--- src/rtl/axi_lite_slave_regs.sv ---
// ---------------------------------------------------------------------------
// axi_lite_slave_regs
//
// AXI4-Lite responder holding NUM_REGS 32-bit read/write registers mapped at
// BASE_ADDR. Every write is answered with a B response, every read with an
// R response. Addresses outside the window get SLVERR and touch nothing.
//
// Ports
//   ACLK, ARESETN                 clock (rising edge) and async active-low reset
//   AWADDR/AWVALID/AWREADY        write address channel
//   WDATA/WSTRB/WVALID/WREADY     write data channel (WSTRB[i] -> WDATA[8i+7:8i])
//   BRESP/BVALID/BREADY           write response channel (00 OKAY, 10 SLVERR)
//   ARADDR/ARVALID/ARREADY        read address channel
//   RDATA/RRESP/RVALID/RREADY     read data channel (00 OKAY, 10 SLVERR)
//
// All outputs come straight from flops.
// ---------------------------------------------------------------------------
module axi_lite_slave_regs #(
  parameter logic [31:0] BASE_ADDR = 32'h0011_0000,
  parameter int          NUM_REGS  = 4,
  parameter logic [31:0] RESET_VAL = 32'h0000_0000
) (
  input  logic        ACLK,
  input  logic        ARESETN,
  input  logic [31:0] AWADDR,
  input  logic        AWVALID,
  output logic        AWREADY,
  input  logic [31:0] WDATA,
  input  logic [3:0]  WSTRB,
  input  logic        WVALID,
  output logic        WREADY,
  output logic [1:0]  BRESP,
  output logic        BVALID,
  input  logic        BREADY,
  input  logic [31:0] ARADDR,
  input  logic        ARVALID,
  output logic        ARREADY,
  output logic [31:0] RDATA,
  output logic [1:0]  RRESP,
  output logic        RVALID,
  input  logic        RREADY
);

  localparam int          IDX_W     = (NUM_REGS > 1) ? $clog2(NUM_REGS) : 1;
  localparam logic [31:0] WIN_BYTES = 32'(NUM_REGS * 4);
  localparam logic [1:0]  RESP_OKAY   = 2'b00;
  localparam logic [1:0]  RESP_SLVERR = 2'b10;

  typedef enum logic [0:0] { W_IDLE = 1'b0, W_RESP = 1'b1 } w_state_e;
  typedef enum logic [0:0] { R_IDLE = 1'b0, R_DATA = 1'b1 } r_state_e;

  // Unsigned offset compare also rejects addresses below BASE_ADDR (they wrap high).
  function automatic logic in_window(input logic [31:0] addr);
    logic [31:0] off;
    off = addr - BASE_ADDR;
    return (off < WIN_BYTES);
  endfunction

  // Word index inside the window; the two byte-offset bits are dropped.
  function automatic logic [IDX_W-1:0] reg_index(input logic [31:0] addr);
    logic [31:0] off;
    off = addr - BASE_ADDR;
    return IDX_W'(off >> 2);
  endfunction

  // Register bank
  logic [31:0] regs_q [NUM_REGS];
  logic [31:0] regs_d [NUM_REGS];

  // Write path state
  w_state_e    w_state_q, w_state_d;
  logic        aw_held_q, aw_held_d;
  logic        w_held_q, w_held_d;
  logic [31:0] awaddr_q, awaddr_d;
  logic [31:0] wdata_q, wdata_d;
  logic [3:0]  wstrb_q, wstrb_d;
  logic        awready_q, awready_d;
  logic        wready_q, wready_d;
  logic        bvalid_q, bvalid_d;
  logic [1:0]  bresp_q, bresp_d;

  // Read path state
  r_state_e    r_state_q, r_state_d;
  logic        arready_q, arready_d;
  logic        rvalid_q, rvalid_d;
  logic [1:0]  rresp_q, rresp_d;
  logic [31:0] rdata_q, rdata_d;

  logic [IDX_W-1:0] w_idx_s;
  logic [IDX_W-1:0] r_idx_s;

  assign w_idx_s = reg_index(awaddr_q);
  assign r_idx_s = reg_index(ARADDR);

  assign AWREADY = awready_q;
  assign WREADY  = wready_q;
  assign BVALID  = bvalid_q;
  assign BRESP   = bresp_q;
  assign ARREADY = arready_q;
  assign RVALID  = rvalid_q;
  assign RRESP   = rresp_q;
  assign RDATA   = rdata_q;

  // Write FSM: capture AW and W independently, commit once both are held, then hold B.
  always_comb begin
    w_state_d = w_state_q;
    aw_held_d = aw_held_q;
    w_held_d  = w_held_q;
    awaddr_d  = awaddr_q;
    wdata_d   = wdata_q;
    wstrb_d   = wstrb_q;
    awready_d = awready_q;
    wready_d  = wready_q;
    bvalid_d  = bvalid_q;
    bresp_d   = bresp_q;
    regs_d    = regs_q;

    case (w_state_q)
      W_IDLE: begin
        if (AWVALID && awready_q) begin
          aw_held_d = 1'b1;
          awaddr_d  = AWADDR;
          awready_d = 1'b0;
        end else begin
          aw_held_d = aw_held_q;
        end

        if (WVALID && wready_q) begin
          w_held_d = 1'b1;
          wdata_d  = WDATA;
          wstrb_d  = WSTRB;
          wready_d = 1'b0;
        end else begin
          w_held_d = w_held_q;
        end

        // Both halves were captured on earlier edges: commit on this one.
        if (aw_held_q && w_held_q) begin
          w_state_d = W_RESP;
          bvalid_d  = 1'b1;
          if (in_window(awaddr_q)) begin
            bresp_d = RESP_OKAY;
            for (int b = 0; b < 4; b++) begin
              if (wstrb_q[b]) begin
                regs_d[w_idx_s][8*b +: 8] = wdata_q[8*b +: 8];
              end else begin
                regs_d[w_idx_s][8*b +: 8] = regs_q[w_idx_s][8*b +: 8];
              end
            end
          end else begin
            bresp_d = RESP_SLVERR;
          end
        end else begin
          w_state_d = W_IDLE;
        end
      end

      W_RESP: begin
        if (BREADY) begin
          w_state_d = W_IDLE;
          bvalid_d  = 1'b0;
          aw_held_d = 1'b0;
          w_held_d  = 1'b0;
          awready_d = 1'b1;
          wready_d  = 1'b1;
        end else begin
          w_state_d = W_RESP;
        end
      end

      default: begin
        w_state_d = W_IDLE;
        aw_held_d = 1'b0;
        w_held_d  = 1'b0;
        awready_d = 1'b1;
        wready_d  = 1'b1;
        bvalid_d  = 1'b0;
      end
    endcase
  end

  // Read FSM: snapshot the register on the AR edge, hold R until accepted.
  always_comb begin
    r_state_d = r_state_q;
    arready_d = arready_q;
    rvalid_d  = rvalid_q;
    rresp_d   = rresp_q;
    rdata_d   = rdata_q;

    case (r_state_q)
      R_IDLE: begin
        if (ARVALID && arready_q) begin
          r_state_d = R_DATA;
          arready_d = 1'b0;
          rvalid_d  = 1'b1;
          // regs_q is the pre-commit value, so a same-edge write is not visible.
          if (in_window(ARADDR)) begin
            rdata_d = regs_q[r_idx_s];
            rresp_d = RESP_OKAY;
          end else begin
            rdata_d = 32'h0000_0000;
            rresp_d = RESP_SLVERR;
          end
        end else begin
          r_state_d = R_IDLE;
        end
      end

      R_DATA: begin
        if (RREADY) begin
          r_state_d = R_IDLE;
          arready_d = 1'b1;
          rvalid_d  = 1'b0;
        end else begin
          r_state_d = R_DATA;
        end
      end

      default: begin
        r_state_d = R_IDLE;
        arready_d = 1'b1;
        rvalid_d  = 1'b0;
      end
    endcase
  end

  // Write-path and register-bank flops.
  always_ff @(posedge ACLK or negedge ARESETN) begin
    if (!ARESETN) begin
      w_state_q <= W_IDLE;
      aw_held_q <= 1'b0;
      w_held_q  <= 1'b0;
      awaddr_q  <= 32'h0000_0000;
      wdata_q   <= 32'h0000_0000;
      wstrb_q   <= 4'h0;
      awready_q <= 1'b1;
      wready_q  <= 1'b1;
      bvalid_q  <= 1'b0;
      bresp_q   <= 2'b00;
      for (int i = 0; i < NUM_REGS; i++) begin
        regs_q[i] <= RESET_VAL;
      end
    end else begin
      w_state_q <= w_state_d;
      aw_held_q <= aw_held_d;
      w_held_q  <= w_held_d;
      awaddr_q  <= awaddr_d;
      wdata_q   <= wdata_d;
      wstrb_q   <= wstrb_d;
      awready_q <= awready_d;
      wready_q  <= wready_d;
      bvalid_q  <= bvalid_d;
      bresp_q   <= bresp_d;
      for (int i = 0; i < NUM_REGS; i++) begin
        regs_q[i] <= regs_d[i];
      end
    end
  end

  // Read-path flops.
  always_ff @(posedge ACLK or negedge ARESETN) begin
    if (!ARESETN) begin
      r_state_q <= R_IDLE;
      arready_q <= 1'b1;
      rvalid_q  <= 1'b0;
      rresp_q   <= 2'b00;
      rdata_q   <= 32'h0000_0000;
    end else begin
      r_state_q <= r_state_d;
      arready_q <= arready_d;
      rvalid_q  <= rvalid_d;
      rresp_q   <= rresp_d;
      rdata_q   <= rdata_d;
    end
  end

endmodule

--- config.mk ---
export PLATFORM = sky130hd
export DESIGN_NAME = axi_lite_slave_regs
export DESIGN_NICKNAME = d
export VERILOG_FILES = /design/src/rtl/axi_lite_slave_regs.sv
export SDC_FILE = /design/constraint.sdc
export NUM_CORES = 1
export LEC_CHECK = 0
export ABC_AREA = 1
export CORE_ASPECT_RATIO = 0.8
export CORE_MARGIN = 2
export CORE_UTILIZATION = 51
export CTS_CLUSTER_SIZE = 20
export DETAILED_ROUTE_END_ITERATION = 8
export GPL_TIMING_DRIVEN = 0
export PLACE_DENSITY = 0.77
export SYNTH_ARGS = -nofsm -noshare
export SYNTH_HDL_FRONTEND = slang
export SYNTH_SLANG_ARGS = --single-unit
--- constraint.sdc ---
create_clock -name ACLK -period 1.8 [get_ports ACLK]
set_input_delay 0.45 -clock ACLK [delete_from_list [all_inputs] [get_ports ACLK]]
set_output_delay 0.45 -clock ACLK [all_outputs]
set_load 0.02 [all_outputs]
[Word level (Yosys, flattened, before mapping)]
Index checks and enable logic that the tools add are counted.
Word-level totals
  bits in writable memories: 0
  flip-flop bits (word level): 241
  word-level logic and storage cells: 112
  memories kept: 0
  output and inout port bits: 41
  bits of input ports: 107
  memory bits (read-only): 0
  latch bits: 0
Operators by class
  $lt $le $gt $ge: 5
  add/sub/neg operators: 2
  shift operators: 0
  $mul: 0
  multiplexer cells: 62
  eq/ne operators: 6
  div/mod/pow operators: 0
  reduce and logical (&&, ||, !) cells: 14
  bitwise operators: 4
Operator list (count)
  $mux W128: 13
  $bwmux W128: 8
  $demux W32 S2: 4
  $mux W32: 6
  $bmux W32 S2: 2
  $lt A32 B5 Y1 const B: 2
  $sub A32 B21 Y32 const B: 2
  $mux W24: 1
  $pmux W1 S2: 9
  $mux W16: 1
  $reduce_and A2 Y1: 8
  $mux W1: 15
  $ne A2 B2 Y1 const B: 6
  $mux W8: 1
  $ge A3 B3 Y1 const B: 2
  $not A2 Y3: 2
  $logic_and A1 B1 Y1: 5
  $mux W2: 2
  $lt A3 B1 Y1 const B: 1
  $reduce_and A3 Y1: 1
  $not A1 Y1: 2

[Longest topological paths before layout]
  depth after elaboration: 23
  mapped depth: 12
  depth with buffers taken out: 11

[Least setup slack after synthesis]
Ideal clock, no wire load.
  path type: register -> register
  start: register awaddr_q[22]
  end: register regs_q[66] in the netlist's numbering
  setup time: 0.117 ns
  arrival: 1.616 ns
  slack: 0.066 ns
  stages on the path, launching flop included: 12
  clock period less this slack: 1.734 ns
  cells stage by stage: dfrtp_1 -> nor2_2 -> nand2_1 -> nor2_1 -> nand3_1 -> nand2_1 -> nand3_1 -> nor2_2 -> nand3_1 -> clkbuf_1 -> nand2_1 -> nand2_1
On the way
  cells in the longest elaborated chain, start to end: 3
Ends and longest elaborated chain
  from (decl): line 74  | logic [31:0] awaddr_q, awaddr_d;
  from (signal assigned): line 247  | awaddr_q <= awaddr_d;
  $sub A32 B21 Y32: line 55  | off = addr - BASE_ADDR;
  $lt A32 B5 Y1: line 56  | return (off < WIN_BYTES);
  $reduce_and A3 Y1 (no line)
  to (signal, indexed assignment): line 255  | regs_q[i] <= regs_d[i];
  to (decl): line 67  | logic [31:0] regs_q [NUM_REGS];
No other way between the ends.
A chain may end at the register's enable or synchronous reset.

[Worst setup path in the final report]
  start: register awaddr_q[3]
  end: register regs_q[11] in the netlist's numbering
On the way
  cells in the longest elaborated chain, start to end: 20
  elaborated cells on any way between the ends: 36
Ends and longest elaborated chain
  $sub A32 B21 Y32 *: line 55
  $not A2 Y3 (not written as such): line 145, 147
  $demux W32 S2: line 145, 147
  $bwmux W128 (on tied branches): line 147, 145
  $mux W128: line 144  | if (wstrb_q[b]) begin
  $mux W128: line 141  | if (in_window(awaddr_q)) begin
  $mux W128: line 138  | if (aw_held_q && w_held_q) begin
  $mux W128: line 118  | case (w_state_q)
  [4 not listed]
  $mux W128: line 118
  $bwmux W128 (on tied branches): line 147, 145
  $mux W128: line 144
  $mux W128: line 141
  $mux W128: line 138
  $mux W128: line 118
  $bwmux W128 (on tied branches): line 147, 145
  $mux W128: line 144
Mark *: on every way between the ends. The rest lies on a longest branch, timed or not. The select of a mux whose other input is x is not followed.

==> impl_results.md <==
* Outcome: finished, violations left
* Violated checks: negative setup slack
* Lkg Pwr at 7.17 nW
* Psw at 8.40 mW
* Synth Instances at 1,348
* Max stage delay on crit path at 0.68 ns
* FP Rows at 49
* Data arrival, critical path at 2.66 ns
* Crit path cell chain: nand2_1 -> inv_1 -> clkbuf_1 -> clkbuf_1 -> nand4_1 -> nand2_2
* Post-route ant nets at 0
* Layout Nets at 1,646
* Crit path kind: reg2reg
* Part of the power in registers at 34.4%
* Initial Utilization at 51.9%
* GRT overflow at 0
* Setup TNS at -34.86 ns
* Min Hold Slack at 0.404 ns
* Setup crit end kind: register
* Synthesized area per cell at 8.66 um2
* Final Critical Period at 2.19 ns
* Vias/cell at 6.35
* Worst path top cell family by delay: buffers and inverters
* Antenna violations before repair at 0
* Async SR Flop Fraction at 100%
* Max VDD drop at 0.762 mV
* Clock sink count at 237
* Initial DRT Pass Iterations at 6
* Capture point of the worst reg-to-reg path: regs_q[11]$_DFFE_PN0P_
* Clk root buf: clkbuf_16
* Critical path fanouts, max at 10
* Setup violations, final at 129
* Switch share at 40.1%
* Post-Syn Area at 0.0117 mm2
* Die Height at 139 um
* Hold Crit Class: in2async
* Warnings from Yosys at 0
* Worst-margin pin slew at 0.908 ns
* RD Place Congestion at 0.940
* Internal Power at 12.6 mW
* Clock Power Share at 25.4%
* Gate power share at 40.3%
* Vias post-DR at 11,800
* N_diodes at 0
* Total CTS buffers at 24
* WL final at 41,000 um
* Die X at 173 um
* WL per Instance at 22.0 um
* Layout cells sized above 1 at 22.8%
* Initial DRC Count at 2,060
* Clock transition at path regs at 0.07 ns
* Worst path bufs/invs at 3
* Total GRT Usage at 33.2%
* Number of synthesized register bits at 237
* H-Tree Depth at 1
* I/O pin count at 148
* Hold Violations, Final at 0
* Reg2Reg Depth at 6
* Residual DRC at 0
* Pre-CTS WS at -0.976 ns
* Seq/Total Area, Yosys at 50.8%
* CP most frequent cell: clkbuf_1
* Prevailing post-synth register cell: dfrtp_1
* Final Cycle Share at 122%
* Worst Clk Skew at 0.0150 ns
* Relative slew slack at 39.5%
* R2r startpoint: awaddr_q[3]$_DFFE_PN0P_
* Fmax at 0.457 GHz
* Post-DP HPWL at 24,900 um
* Core Box Area at 0.0225 mm2
* Deepest clock path buffer count at 3
* Max cap viols at 0
* First-pass GRT wire length at 63,400 um
* Largest net degree at the start of global routing at 109
* Unrepaired setup endpoints after global routing: true
* EDFF count, synth at 0
* Slew Limit Fails at 0
* Distinct cell type count of the synthesized netlist at 32
* Setup crit start kind: register
* Die area at 0.0241 mm2
* Worst-Skew Late Latency at 0.53 ns
* Synthesis-to-layout area growth at 33.9%
* Final setup margin at -0.388 ns
* I/O Buffers at 139
* CTS tree: done
* Slowest cell on the critical path: clkbuf_1
* R2R setup slack at -0.39 ns
* CP required at 2.27 ns
* Vias in the first global route at 11,800
* PwrDens at 1340 mW/mm2
synthesized netlist by cell type (2+ instances only):
cell	count	area (um2)
nand3_1	14	70.1
nand4_1	132	826
nand2_1	386	1450
clkinv_1	5	18.8
inv_1	18	67.6
a41oi_1	22	193
clkbuf_1	67	251
dfrtp_1	234	5860
o21ai_0	45	225
a21oi_1	79	395
mux2i_1	32	320
and2_1	2	12.5
a22oi_1	10	75.1
nor3_1	3	15.0
mux2_2	55	619
buf_2	31	155
o21ai_1	21	105
nor2_1	123	462
dfstp_2	3	78.8
o221ai_1	32	280
nor2_2	2	12.5
a31oi_1	10	62.6
buf_4	6	45.0
buf_1	8	30.0
cell families after synthesis:
| logic type | count (synthesis) | synth area share (%) |
|---|---|---|
| flops | 237 | 50.8 |
| mux | 87 | 8.05 |
| buf+inv | 136 | 4.90 |
| other cells | 1 | 0.0321 |
| simple gates | 665 | 24.5 |
| compound gates | 222 | 11.6 |
per-stage QoR:
| stage | instance area (um2) | total power [mW] | util (%) | std cells |
|---|---|---|---|---|
| 2_1_floorplan | 11700 | 11.8 | - | 1349 |
| 3_3_place_gp | 13500 | 14.7 | 59.8 | 1794 |
| 3_5_place_dp | 13500 | 14.9 | 60.1 | 1796 |
| 4_1_cts | 15300 | 20.4 | 67.9 | 1858 |
| 5_1_grt | 15600 | 21.7 | 69.5 | 1862 |
| 6_report | 15600 | 21.0 | 69.5 | 1862 |
power by group through the flow:
stage / sequential [mW] / clock (mW) / combinational (mW)
floorplan: 7.58 / 0 / 4.18
detailed placement: 7.28 / 0 / 7.66
finish: 7.20 / 5.31 / 8.44
CTS: 7.20 / 5.34 / 7.89
global route: 7.35 / 5.56 / 8.84
global placement: 7.23 / 0 / 7.50
cells in the final DEF (no fill, tap or decap), drive strengths merged:
master	netlist	layout
nand3	14	14
mux2i	32	32
and2	3	3
clkbuf	67	97
o21a	1	1
a41oi	22	22
clkinvlp	0	2
inv	19	19
bufinv	0	2
nor2	125	125
dfrtp	234	234
mux2	55	55
nand3b	1	1
nand4	132	132
clkinv	5	8
o21ai	66	66
a22oi	10	10
o21bai	1	1
clkdlybuf4s50	0	99
or2	1	1
nor3	3	3
a31oi	10	10
dlygate4sd3	0	1
buf	45	79
nand2	386	386
dlygate4sd2	0	36
conb	1	2
o221ai	32	32
a21oi	80	80
dfstp	3	3
area by class of cell:
cell class	instances	area, um2
Inverter	24	93.8
Sequential cell	237	5930
Clock buffer	36	747
Multi-Input combinational cell	976	5720
Buffer	111	971
Timing Repair Buffer	165	1700
Tap cell	306	383
Clock inverter	7	91.3
Fill cell	1663	6860
registers in the layout, indices dropped and copies added (netlist names):
signal,cells
BRESP,1
wstrb_q,4
r_state_q,1
BVALID,1
regs_q,128
awaddr_q,30
wdata_q,32
WREADY,1
RVALID,1
RDATA,32
RRESP,1
AWREADY,1
w_state_q,1
ARREADY,1
w_held_q,1
aw_held_q,1
worst max path at each step:
| stage | from | to | slack, ns | cells after the start |
|---|---|---|---|---|
| after CTS | awaddr_q[21]$_DFFE_PN0P_ | regs_q[65]$_DFFE_PN0P_ | -0.19 | 12 |
| final | awaddr_q[3]$_DFFE_PN0P_ | regs_q[11]$_DFFE_PN0P_ | -0.39 | 6 |
| after global placement | ARESETN | wdata_q[6]$_DFFE_PN0P_ | -9.71 | 1 |
| after global routing | awaddr_q[3]$_DFFE_PN0P_ | regs_q[105]$_DFFE_PN0P_ | -0.40 | 8 |
| after detailed placement | ARVALID | RDATA[5]$_DFFE_PN0P_ | -0.98 | 6 |
| after floorplan | awaddr_q[22]$_DFFE_PN0P_ | regs_q[66]$_DFFE_PN0P_ | 0.07 | 11 |
metal layers:
layer  up-vias  part of all wire, %  global-route usage, %
li1       5087                    -                      -
met1      5544                   38                   44.4
met2       939                   43                   50.4
met3       255                   13                   9.37
met4         0                  5.8                   15.7
met5         -                    0                      0
timing repair:
action / CTS / global route
hold endpoints to repair: 44 / 0
buffers inserted: 11 / 3
pin swaps: 9 / 3
hold buffers: 1 / 0
endpoints found under the setup margin: 230 / 305
gates resized for setup: 289 / 121
cloned: 7 / 2
Note: power is estimated with default switching activity, not from simulation.
